## src/rtl/alu_wb_stage.sv

```systemverilog
// alu_wb_stage: 2-entry in-order writeback buffer with S/Z/C/V flag register and branch resolution.
module alu_wb_stage #(
  parameter int DEPTH = 2,
  parameter int W = 16
) (
  input  logic         clk,
  input  logic         reset,
  input  logic         in_valid,
  output logic         in_ready,
  input  logic [W-1:0] in_res,
  input  logic         in_s,
  input  logic         in_z,
  input  logic         in_c,
  input  logic         in_v,
  input  logic         in_set_flags,
  input  logic [2:0]   in_rd,
  input  logic         in_we,
  input  logic         in_br,
  input  logic [2:0]   in_cond,
  output logic         out_valid,
  input  logic         out_ready,
  output logic [W-1:0] out_res,
  output logic [2:0]   out_rd,
  output logic         out_we,
  output logic         out_br,
  output logic         out_taken,
  output logic         flag_s,
  output logic         flag_z,
  output logic         flag_c,
  output logic         flag_v
);
  localparam logic [1:0] FULL = 2'(DEPTH);
  logic [W+5:0] mem [DEPTH];
  logic [W+5:0] head;
  logic [3:0]   flags;
  logic [1:0]   cnt;
  logic         wp, rp, acc, rel, cond_true, taken;
  assign in_ready  = cnt != FULL;
  assign out_valid = cnt != 2'd0;
  assign acc = in_valid & in_ready;
  assign rel = out_valid & out_ready;
  assign {flag_s, flag_z, flag_c, flag_v} = flags;
  // Branches resolve against the flags as they stood before this cycle's update.
  always_comb begin
    cond_true = in_cond == 3'd0 ? flag_z :
                in_cond == 3'd1 ? flag_s ^ flag_v :
                in_cond == 3'd2 ? flag_z | (flag_s ^ flag_v) :
                in_cond == 3'd3 ? ~flag_z :
                in_cond == 3'd4 ? 1'b1 :
                in_cond == 3'd5 ? flag_c : 1'b0;
    taken = in_br & cond_true;
  end
  assign head = out_valid ? mem[rp] : '0;
  assign {out_res, out_rd, out_we, out_br, out_taken} = head;
  always_ff @(posedge clk) begin
    if (acc) mem[wp] <= {in_res, in_rd, in_we, in_br, taken};
  end
  always_ff @(posedge clk or posedge reset) begin
    if (reset) begin
      wp    <= 1'b0;
      rp    <= 1'b0;
      cnt   <= 2'd0;
      flags <= 4'd0;
    end else begin
      if (acc) wp <= ~wp;
      if (rel) rp <= ~rp;
      if (acc && in_set_flags) flags <= {in_s, in_z, in_c, in_v};
      cnt <= cnt + 2'(acc) - 2'(rel);
    end
  end
endmodule

```

## config.mk

```make
export PLATFORM = sky130hd
export DESIGN_NAME = alu_wb_stage
export DESIGN_NICKNAME = d
export VERILOG_FILES = /design/src/rtl/alu_wb_stage.sv
export SDC_FILE = /design/constraint.sdc
export NUM_CORES = 1
export LEC_CHECK = 0
export BUFFER_PORTS_ARGS = -buffer_cell sky130_fd_sc_hd__buf_2
export CAP_MARGIN = 0
export CORE_ASPECT_RATIO = 0.8
export CORE_MARGIN = 4
export CORE_UTILIZATION = 54
export DETAILED_ROUTE_END_ITERATION = 6
export PLACE_DENSITY = 0.95
export REMOVE_ABC_BUFFERS = 1
export SLEW_MARGIN = 20
export SYNTH_ARGS = -nofsm -noshare
export SYNTH_HDL_FRONTEND = slang
export SYNTH_SLANG_ARGS = --single-unit
```

## constraint.sdc

```tcl
create_clock -name clk -period 4.45 [get_ports clk]
set_input_delay 0.89 -clock clk [delete_from_list [all_inputs] [get_ports clk]]
set_output_delay 0.89 -clock clk [all_outputs]
set_load 0.005 [all_outputs]
```

; Yosys cells after proc, flatten, opt, wreduce, memory -nomap -nowiden
; Memory sizes are Yosys's and may differ from the RTL's.
; Cells that the tools add are included.
[op_classes]
eq_ne = 6
addsub = 2
bitwise = 8
n_mux = 9
reduce_logical = 3
[ops]
columns = operator, count
row1 = $mux 22, 1
row2 = $mux 1, 8
row3 = $eq 3x2->1 const B, 2
row4 = $eq 3x3->1 const B, 2
row5 = $and 1x1->1, 3
row6 = $eq 3x1->1 const B, 1
row7 = $logic_not 3->1, 1
row8 = $not 1->1, 3
row9 = $add 2x1->2, 1
row10 = $ne 2x2->1 const B, 1
row11 = $reduce_bool 2->1, 1
row12 = $sub 2x1->2, 1
row13 = $logic_and 1x1->1, 1
row14 = $or 1x1->1, 1
row15 = $xor 1x1->1, 1
[word_totals]
output_inout_bits = 28
word_cells = 33
inputBits = 33
regBits = 8
ram_bits = 44
n_memories = 1
[mem_list]
columns = name, depth, width, read_ports, rd_ports_with_merged_regs, write_ports, line_no
row1 = mem, 2, 22, 1, 0, 1, 33  ; logic [W+5:0] mem [DEPTH];

; Depth between registers and ports, before layout
; Gate-level depths: netlist of the first run.
[depth]
ltp_word = 8
ltp_mapped = 7
mapped_depth_nobuf = 7

; Worst setup path before layout of the first run
; Ideal clock, no wire load.
[synth_path]
path_type = input port to flip-flop
startpoint = input port in_valid
endpoint = memory mem[0][0] (netlist bit), enable pin
required_time_ns = 4.049
setup_ns = 0.401
t_arrival_ns = 1.926
n_path_buf = 0
path_slack_ns = 2.123
cell_stages = 2
path_cell_list = nand2_1 > nor2_1
[synth_between]
elab_chain_len = 3
[synth_lines]
columns = item, line_no
row1 = "start, declared", 8  ; input logic in_valid,
row2 = $and 1x1->1, 40  ; assign acc = in_valid & in_ready;
row3 = $mux 1, 56  ; if (acc) mem[wp] <= {in_res, in_rd, in_we, in_br, taken};
row4 = $mux 1 (implied by the code), 56
row5 = "end, declared", 33
; Every way passes these cells.

; Worst setup path in the final report of the first run
[layout_path]
startpoint = register cnt[1]
endpoint = output port out_res[3]
[layout_between]
elab_chain_len = 2
[layout_lines]
columns = item, line_no
row1 = "start, declared", 36  ; logic [1:0] cnt;
row2 = "start signal, assigned", 68  ; cnt <= cnt + 2'(acc) - 2'(rel);
row3 = $reduce_bool 2->1, 39  ; assign out_valid = cnt != 2'd0;
row4 = $mux 22, 53  ; assign head = out_valid ? mem[rp] : '0;
row5 = "end, declared", 22  ; output logic [W-1:0] out_res,
; Every way passes these cells.

==> results by group, run 1 <==
Run status
  • Status: completed

Timing
  • Finish-stage setup viols: 0
  • Hold Vio Cnt, Final: 0
  • RSZ-0062 raised after global routing: no
  • Final min period: ~2700 ps
  • Final clock skew: 4.98 ps
  • Max Slew Vio Count: 0
  • Fmax achieved: 365 MHz
  • Total negative slack: 0 ps
  • Slew HR: 0.334
  • Tightest Pin Transition: 999 ps
  • Final cycle utilization of the critical path: 0.615

Setup path
  • CP endpoint kind: primary output
  • Reg2reg path depth: 7
  • Setup crit start kind: flop
  • CP arrival: 1850 ps
  • R2R Path Start: cnt[1]
  • Reg2reg setup slack: 2100 ps
  • Worst R2R End: cnt[1]
  • Crit path max fanout: 24
  • WS Path Type: reg -> out
  • WP data required: 3560 ps

Placed design
  • PortBufs: 60
  • Post-DP HPWL: 2690 um
  • Placed cells: 236
  • GP Congestion: between 0.6 and 0.7

Global route
  • GRT Resource Usage Total: 0.164
  • First-pass GRT wire length: 6110 um
  • Vias in the first global route: 1253
  • Largest net degree at the start of global routing: 25
  • Initial antenna violation count: 0
  • GR Overflow Total: 0

Final layout
  • Area grow syn2layout: 20.6%
  • Share of cells above drive strength 1: 0.401
  • Antenna fix cells: 0
  • Commonest non-fill, non-tap cells in the layout: 60 x buf_2, 44 x edfxtp_1, 22 x mux2i_1, 22 x nor2_1, 7 x dfrtp_1
  • Final instance count without filler cells: 244
  • Commonest non-fill, non-tap cell in the layout: buf_2
  • Final Net Count: 226

Floorplanning
  • Row count: 19
  • IO Pins: between 60 and 70
  • Die X: 77.6 um
  • Die Footprint: 4950 sq um
  • Die height: 63.7 um
  • Initial core utilization: 0.583
  • Core ar.: 3590 sq um

Route
  • Overall routed net length: approximately 3800 um
  • Wire length per cell: 15.4 um
  • Number of routed nets with antenna violations: 0
  • DRT iter0 DRCs: 56
  • Iteration count of the initial detailed-routing pass: 4
  • Drt drc: 0
  • Vias: roughly 1200
  • Vias per cell: 4.91

Power
  • P per Cell Area: 623 nW/um^2
  • Comb pwr share: 0.339
  • Sequential fraction of design power: 0.498
  • P_int: 1.05 mW
  • NetSw: ~0.52 mW
  • Switching portion of total power: 0.332
  • Total power: 1.57 mW
  • Maximum vdd drop: 0.421 mV
  • Clk pwr share: 0.163
  • Leakage power: around 1.1 nW

CTS
  • CTS Root Cell: clkbuf_8
  • Post-CTS setup buffers: 0
  • Total CTS buffers: 5
  • Post-cts sizing count: 0
  • H-tree depth: 2
  • Clk sinks: 52
  • Clock latency on the worst-skew pair: ~300 ps
  • Maximum root-to-sink buffer count: 2
  • Reg clk slew, reported paths: 90 ps
  • CTS Hold Bufs: 0
  • CTS tree: built

Logic synthesis
  • Sequential area share after synthesis: 0.726
  • Syn Area/Cell: 16.2 sq um
  • Yosys warnings: 0
  • Gate Count Post-Synth: 129
  • Synth async-reset ratio: 0.154
  • Mapped cell area: 2090 sq um
  • Main synth FF type: edfxtp_1
  • Synth Register Bits: 52
  • EDFF count, synth: 44
  • Synth unique cells: 22

Flow run
  • Max Cap Viol: 0

Worst hold path
  • Hold Crit Class: in -> async
## worst max-delay path by stage
stage	from	end	slack [ps]	cells after the start
floorplan	in_valid	mem[0][0]	2120	2
global placement	rp	out_res[14]	1890	3
detailed placement	in_valid	mem[0][12]	1990	3
CTS	cnt[1]	out_res[3]	1700	3
global route	cnt[1]	out_res[9]	1520	3
finish	cnt[1]	out_res[3]	1710	3
## Yosys cell counts, types with 2 or more instances
library cell,count,area [sq um]
nand2_1,2,7.51
nor4b_1,2,17.5
xor2_1,2,17.5
nor2b_1,2,12.5
buf_4,2,15.0
mux2i_1,22,220
mux2_4,4,60.1
edfxtp_1,44,1320
inv_1,2,7.51
buf_2,3,15.0
xnor2_1,3,26.3
ha_1,2,25.0
dfrtp_1,8,200
nor2_1,23,86.3
## power groups by stage
stage | clock network, mW | logic, mW | registers [mW]
5_1_grt | 0.285 | 0.602 | 0.800
6_report | 0.256 | 0.534 | 0.784
4_1_cts | 0.260 | 0.542 | 0.785
3_3_place_gp | 0 | 0.528 | 0.785
2_1_floorplan | 0 | 0.323 | 0.769
3_5_place_dp | 0 | 0.540 | 0.795
## layout make-up
cell class	instances	area, sq um
flip-flops and latches	52	1520
multi-input cells	69	539
well taps	52	65.1
clock buffers	5	68.8
inverters	3	11.3
clock inverters	3	18.8
repair buffers	60	300
fillers	257	1060
## sequential cells by signal (all words and copies together) (netlist names)
register  count
cnt           2
flags         4
mem          44
rp            1
wp            1
## critical path, cell delays in order, from the launching register on
cell	delay, ps
dfrtp_1	430
nor2_2	790
nor2_1	150
buf_2	180
## cell families (layout without fill, tap and decap cells)
family / after synthesis / in the layout / synth area share
flops: 52 / 52 / 0.726
simple gates: 34 / 34 / 0.0801
mux: 26 / 26 / 0.134
buf+inv: 8 / 71 / 0.0197
xor+xnor: 5 / 5 / 0.0209
fa+ha+maj: 2 / 2 / 0.0119
compound gates: 2 / 2 / 0.00717
## stage by stage
| stage | utilization | setup slack, ps | hold slack, ps | cell area, sq um |
|---|---|---|---|---|
| global placement | 0.678 | 1890 | 492 | 2430 |
| global route | 0.704 | 1520 | 536 | 2530 |
| floorplan | - | 2120 | 461 | 2060 |
| finish | 0.704 | 1710 | 519 | 2530 |
| detailed placement | 0.678 | 1990 | 516 | 2430 |
| CTS | 0.702 | 1700 | 522 | 2520 |
## per-layer routing
metal,part of all wire,vias to the layer above,track usage
li1,-,589,-
met1,0.43,561,0.195
met2,0.51,47,0.284
met3,0.060,2,0.0556
met4,0.0056,0,0.0467
met5,0,-,0
(Power assumes the default switching activity.)
==> inputs of run 2 (changes only) <==
--- a/config.mk
+++ b/config.mk
@@ -9,9 +9,9 @@
 export CAP_MARGIN = 0
 export CORE_ASPECT_RATIO = 0.8
 export CORE_MARGIN = 4
-export CORE_UTILIZATION = 54
+export CORE_UTILIZATION = 51
 export DETAILED_ROUTE_END_ITERATION = 6
-export PLACE_DENSITY = 0.95
+export PLACE_DENSITY = 0.91
 export REMOVE_ABC_BUFFERS = 1
 export SLEW_MARGIN = 20
 export SYNTH_ARGS = -nofsm -noshare
==> constraint.sdc (replaced) <==
create_clock -name clk -period 2.8 [get_ports clk]
set_input_delay 0.56 -clock clk [delete_from_list [all_inputs] [get_ports clk]]
set_output_delay 0.56 -clock clk [all_outputs]
set_load 0.005 [all_outputs]
==> results by group, run 2 (synthesized netlist as in run 1, its figures left out) <==
Route
  • Wire length per cell: 14.3 um (-7.0%)
  • DRT iter0 DRCs: 70 (+25%)
  • Drt drc: 0 (unchanged)
  • Number of routed nets with antenna violations: 0 (unchanged)
  • Iteration count of the initial detailed-routing pass: 4 (unchanged)
  • Vias per cell: 4.83 (-1.7%)
  • Overall routed net length: 3590 um (-4.3%)
  • Vias: 1212 (+1.1%)

Final layout
  • Cell area after layout: 2570 sq um (+1.7%)
  • Commonest non-fill, non-tap cells in the layout: 60 x buf_2, 44 x edfxtp_1, 22 x mux2i_1, 22 x nor2_1, 8 x dfrtp_1
  • Final instance count without filler cells: 251 (+2.9%)
  • Antenna fix cells: 0 (unchanged)
  • Number of fill cells: 276 (+7.4%)
  • Biggest regs: mem x44, flags x4, cnt x2
  • Final Net Count: 230 (+1.8%)
  • Reg with most FFs: mem
  • Commonest non-fill, non-tap cell in the layout: buf_2
  • Multi-input logic area: 534 sq um (-0.93%)
  • Max FFs per register: 44 (unchanged)
  • Share of cells above drive strength 1: 0.403 (+0.00202)
  • Reg area: 1520 sq um (about the same)
  • Area grow syn2layout: 22.6%

Floorplanning
  • Core ar.: 3880 sq um (+8.1%)
  • Initial core utilization: 0.540 (-0.0435)
  • Die Footprint: 5200 sq um (+5.2%)
  • Die height: 65.3 um (+2.5%)
  • IO Pins: 61 (unchanged)
  • Row count: 20 (+1)
  • Die X: 79.7 um (+2.6%)

Setup path
  • CP endpoint kind: primary output
  • Reg2reg path depth: 7 (unchanged)
  • CP arrival: 1580 ps (-270 ps)
  • Worst-path cell chain: buf_12 > mux2i_1 > nor2_1 > buf_2
  • WP data required: 2240 ps (-1320 ps)
  • Setup crit start kind: flop
  • Reg2reg setup slack: 1130 ps (-970 ps)
  • R2R Path Start: cnt[1]
  • CP max stage cell: dfrtp_1
  • Crit path largest cell delay: 650 ps (-140 ps)
  • WS Path Type: reg -> out
  • Crit path max fanout: 16 (-33%)
  • Worst R2R End: cnt[1]

Global route
  • GRT Resource Usage Total: 0.150 (-0.0139)
  • Largest net degree at the start of global routing: 20 (-20%)
  • Vias in the first global route: 1271 (+1.4%)
  • First-pass GRT wire length: 5770 um (-5.5%)
  • Initial antenna violation count: 0 (unchanged)
  • GR Overflow Total: 0 (unchanged)

Timing
  • Hold Vio Cnt, Final: 0 (unchanged)
  • Tightest Pin Transition: 487 ps (-511 ps)
  • Total negative slack: 0 ps (unchanged)
  • Max Slew Vio Count: 0 (unchanged)
  • Slew HR: 0.675 (+0.342)
  • Fmax achieved: ~470 MHz
  • Finish-stage setup viols: 0 (unchanged)
  • Final min period: 2140 ps
  • RSZ-0062 raised after global routing: no
  • Final clock skew: 9.62 ps (+4.64 ps)
  • Final cycle utilization of the critical path: 0.763

CTS
  • H-tree depth: 2 (unchanged)
  • Total CTS buffers: 5 (unchanged)
  • CTS Root Cell: clkbuf_8
  • Maximum root-to-sink buffer count: 2 (unchanged)
  • Clock latency on the worst-skew pair: 290 ps (about the same)
  • Reg clk slew, reported paths: 90 ps (about the same)
  • Clk sinks: 52 (unchanged)
  • Post-cts sizing count: 0 (unchanged)
  • Post-CTS setup buffers: 0 (unchanged)
  • CTS tree: built
  • CTS Hold Bufs: 0 (unchanged)

Power
  • Maximum vdd drop: 0.560 mV (+33%)
  • Leakage power: 1.11 nW (+3.1%)
  • P per Cell Area: 990 nW/um^2 (+59%)

Flow run
  • Max Cap Viol: 0 (unchanged)

Placed design
  • PortBufs: 60 (unchanged)
  • Post-DP HPWL: 2660 um (-1.2%)
  • Dpl cell area: 2480 sq um (+1.9%)
  • Placed cells: 243 (+3.0%)
  • GP Congestion: 0.716 (+3.2%)

Worst hold path
  • Hold Crit Class: in -> async

Run status
  • Status: completed
[run 2: changes by cell type in the layout (fill, tap and decap cells not counted), sizes merged]
cell / delta
buf: +4
clkbuf: +3
clkinvlp: -2
clkinv: -1
[run 2: metal layers]
layer | share of wire | track usage
met1 | 0.42 | 0.170
met2 | 0.51 | 0.269
met3 | 0.064 | 0.0479
met4 | 0.0064 | 0.0472
met5 | 0 | 0
[run 2: cell type report]
| cell class | instances | area share |
|---|---|---|
| sequential | 52 | 0.592 |
| multi-input combinational | 69 | 0.208 |
| timing repair buffer | 64 | 0.133 |
| clock buffer | 8 | 0.0351 |
| tap | 55 | 0.0268 |
| inverter | 3 | 0.00438 |
[run 2: worst max path at each step]
stage,start,cells past startpoint,slack (ps),to
6_report,rp,4,660,out_res[0]
3_5_place_dp,rp,4,980,out_res[0]
5_1_grt,rp,4,550,out_res[11]
2_1_floorplan,cnt[0],3,800,mem[0][0]
4_1_cts,rp,4,640,out_res[0]
3_3_place_gp,in_valid,3,1000,mem[1][4]
[run 2: through the flow]
| step | setup WS, ps | total power, mW | utilization | hold WS, ps |
|---|---|---|---|---|
| after global routing | 546 | 2.72 | 0.662 | 214 |
| after floorplan | 800 | 1.73 | - | 376 |
| after global placement | 1000 | 2.14 | 0.639 | 495 |
| after CTS | 642 | 2.58 | 0.662 | 208 |
| after detailed placement | 977 | 2.17 | 0.639 | 511 |
| final | 664 | 2.54 | 0.662 | 203 |
[run 2: report_power, final]
part	internal, mW	switching (mW)
Combinational	0.463	0.481
Clock	0.202	0.209
Sequential	1.07	0.115
Total	1.74	0.805
[run 2: worst max-delay path: cells and delay by family (launching register included)]
family,cells,cell delay [ps]
buffers and inverters,2,360
flip-flops,1,650
multiplexers,1,210
AND/OR/NAND/NOR,1,60
==> inputs of run 3 (changes only) <==
==> constraint.sdc (replaced) <==
create_clock -name clk -period 2.1 [get_ports clk]
set_input_delay 0.42 -clock clk [delete_from_list [all_inputs] [get_ports clk]]
set_output_delay 0.42 -clock clk [all_outputs]
set_load 0.005 [all_outputs]
==> results by group, run 3 (synthesized netlist as in run 1, its figures left out) <==
Global route
  • Vias in the first global route: 1305 (+2.7%)
  • GRT Resource Usage Total: 0.148 (-0.00158)
  • GR Overflow Total: 0 (unchanged)
  • Largest net degree at the start of global routing: 24 (+20%)
  • Initial antenna violation count: 0 (unchanged)
  • First-pass GRT wire length: 5800 um (+0.49%)

Worst hold path
  • Hold Crit Class: in -> async

CTS
  • Total CTS buffers: 5 (unchanged)
  • Post-cts sizing count: 0 (unchanged)
  • Post-CTS setup buffers: 0 (unchanged)
  • Clk sinks: 52 (unchanged)
  • CTS Root Cell: clkbuf_8
  • CTS tree: built
  • Reg clk slew, reported paths: 80 ps (about the same)
  • Clock latency on the worst-skew pair: 290 ps (about the same)
  • H-tree depth: 2 (unchanged)
  • CTS Hold Bufs: 0 (unchanged)
  • Maximum root-to-sink buffer count: 2 (unchanged)

Route
  • Wire length per cell: 14.1 um (-1.5%)
  • DRT iter0 DRCs: 20 (-71%)
  • Drt drc: 0 (unchanged)
  • Number of routed nets with antenna violations: 0 (unchanged)
  • Iteration count of the initial detailed-routing pass: 4 (unchanged)
  • Overall routed net length: 3550 um (-1.1%)
  • Vias: 1212 (unchanged)
  • Vias per cell: 4.81 (-0.40%)

Power
  • Sequential fraction of design power: 0.470 (+0.003)
  • P per Cell Area: 1310 nW/um^2 (+32%)
  • P_int: 2.27 mW (+31%)
  • Comb pwr share: 0.376 (+0.005)
  • Clk pwr share: 0.153 (-0.008)
  • NetSw: 1.06 mW (+32%)
  • Switching portion of total power: 0.319 (+0.00270)
  • Leakage power: 1.10 nW (-0.49%)
  • Total power: 3.34 mW (+31%)
  • Maximum vdd drop: 0.737 mV (+32%)

Timing
  • Total negative slack: 0 ps (unchanged)
  • Final cycle utilization of the critical path: 0.919
  • Final min period: 1930 ps
  • Slew HR: 0.698 (+0.0224)
  • Hold Vio Cnt, Final: 0 (unchanged)
  • Fmax achieved: between 500 and 600 MHz
  • Final clock skew: 5.31 ps (-4.30 ps)
  • Finish-stage setup viols: 0 (unchanged)
  • WHS: 71.6 ps (-132 ps)
  • Max Slew Vio Count: 0 (unchanged)
  • Tightest Pin Transition: 447 ps (-39.9 ps)
  • RSZ-0062 raised after global routing: no

Final layout
  • Area grow syn2layout: 21.9%
  • Biggest regs: mem x44, flags x4, cnt x2
  • Commonest non-fill, non-tap cell in the layout: buf_2
  • Share of cells above drive strength 1: 0.401 (-0.00205)
  • Max FFs per register: 44 (unchanged)
  • Commonest non-fill, non-tap cells in the layout: 60 x buf_2, 44 x edfxtp_1, 22 x mux2i_1, 22 x nor2_1, 8 x dfrtp_1
  • Antenna fix cells: 0 (unchanged)
  • Reg with most FFs: mem
  • Final Net Count: 231 (+0.43%)

Floorplanning
  • Row count: 20 (unchanged)
  • Die height: 65.3 um (unchanged)
  • IO Pins: 61 (unchanged)
  • Die Footprint: 5200 sq um (unchanged)
  • Core ar.: 3880 sq um (unchanged)
  • Die X: 79.7 um (unchanged)
  • Initial core utilization: 0.540 (unchanged)

Setup path
  • CP endpoint kind: primary output
  • CP arrival: 1510 ps (-70 ps)
  • Setup crit start kind: flop
  • R2R Path Start: cnt[0]
  • Reg2reg setup slack: 510 ps (-620 ps)
  • Reg2reg path depth: 7 (unchanged)
  • Crit path max fanout: 9 (-7)
  • CP Launch Point: rp
  • WS Path Type: reg -> out
  • Critical path capture point: out_rd[2]
  • Worst R2R End: cnt[1]
  • WP data required: 1680 ps (-560 ps)

Placed design
  • PortBufs: 60 (unchanged)
  • Post-DP HPWL: 2610 um (-1.7%)
  • GP Congestion: 0.747 (+4.3%)

Flow run
  • Max Cap Viol: 0 (unchanged)

Run status
  • Status: completed
-- run 3: routing by layer --
layer,wire length [um],part of all wire,GRT usage,up-vias
met5,0,0,0,-
met4,25,0.0070,0.0472,0
met3,247,0.070,0.0507,3
met2,1840,0.52,0.260,39
met1,1430,0.40,0.171,574
li1,-,-,-,596
-- run 3: worst max-delay path, cell delays in order, from the launching register on --
cell     delay [ps]
dfrtp_1         540
buf_4           270
mux2i_1         220
nor2_1           60
buf_2           140
-- run 3: worst min path at each step --
stage / from / to / slack (ps)
6_report: reset / flags[3] / 70
3_5_place_dp: reset / flags[3] / 400
2_1_floorplan: reset / cnt[0] / 240
5_1_grt: reset / flags[1] / 80
4_1_cts: reset / flags[3] / 70
3_3_place_gp: reset / flags[0] / 380
-- run 3: power by group through the flow --
stage / Clock (mW) / Combinational [mW] / Sequential (mW)
after floorplan: 0 / 0.683 / 1.63
after global placement: 0 / 1.24 / 1.58
after detailed placement: 0 / 1.28 / 1.60
after CTS: 0.533 / 1.28 / 1.57
after global routing: 0.582 / 1.40 / 1.60
final: 0.511 / 1.26 / 1.57
-- run 3: final cells by class --
cell class	instances	area, sq um
multi-input combinational	69	534
fill	288	1330
inverter	3	11.3
tap	55	68.8
clock inverter	1	3.75
timing repair buffer	65	338
clock buffer	7	76.3
sequential	52	1520
-- run 3: through the flow --
stage	cells	area (sq um)	util	setup WS (ps)
after floorplan	124	2060	-	100
after global placement	244	2470	0.638	484
after detailed placement	244	2470	0.638	479
after CTS	252	2550	0.658	141
after global routing	252	2550	0.658	16.5
final	252	2550	0.658	170
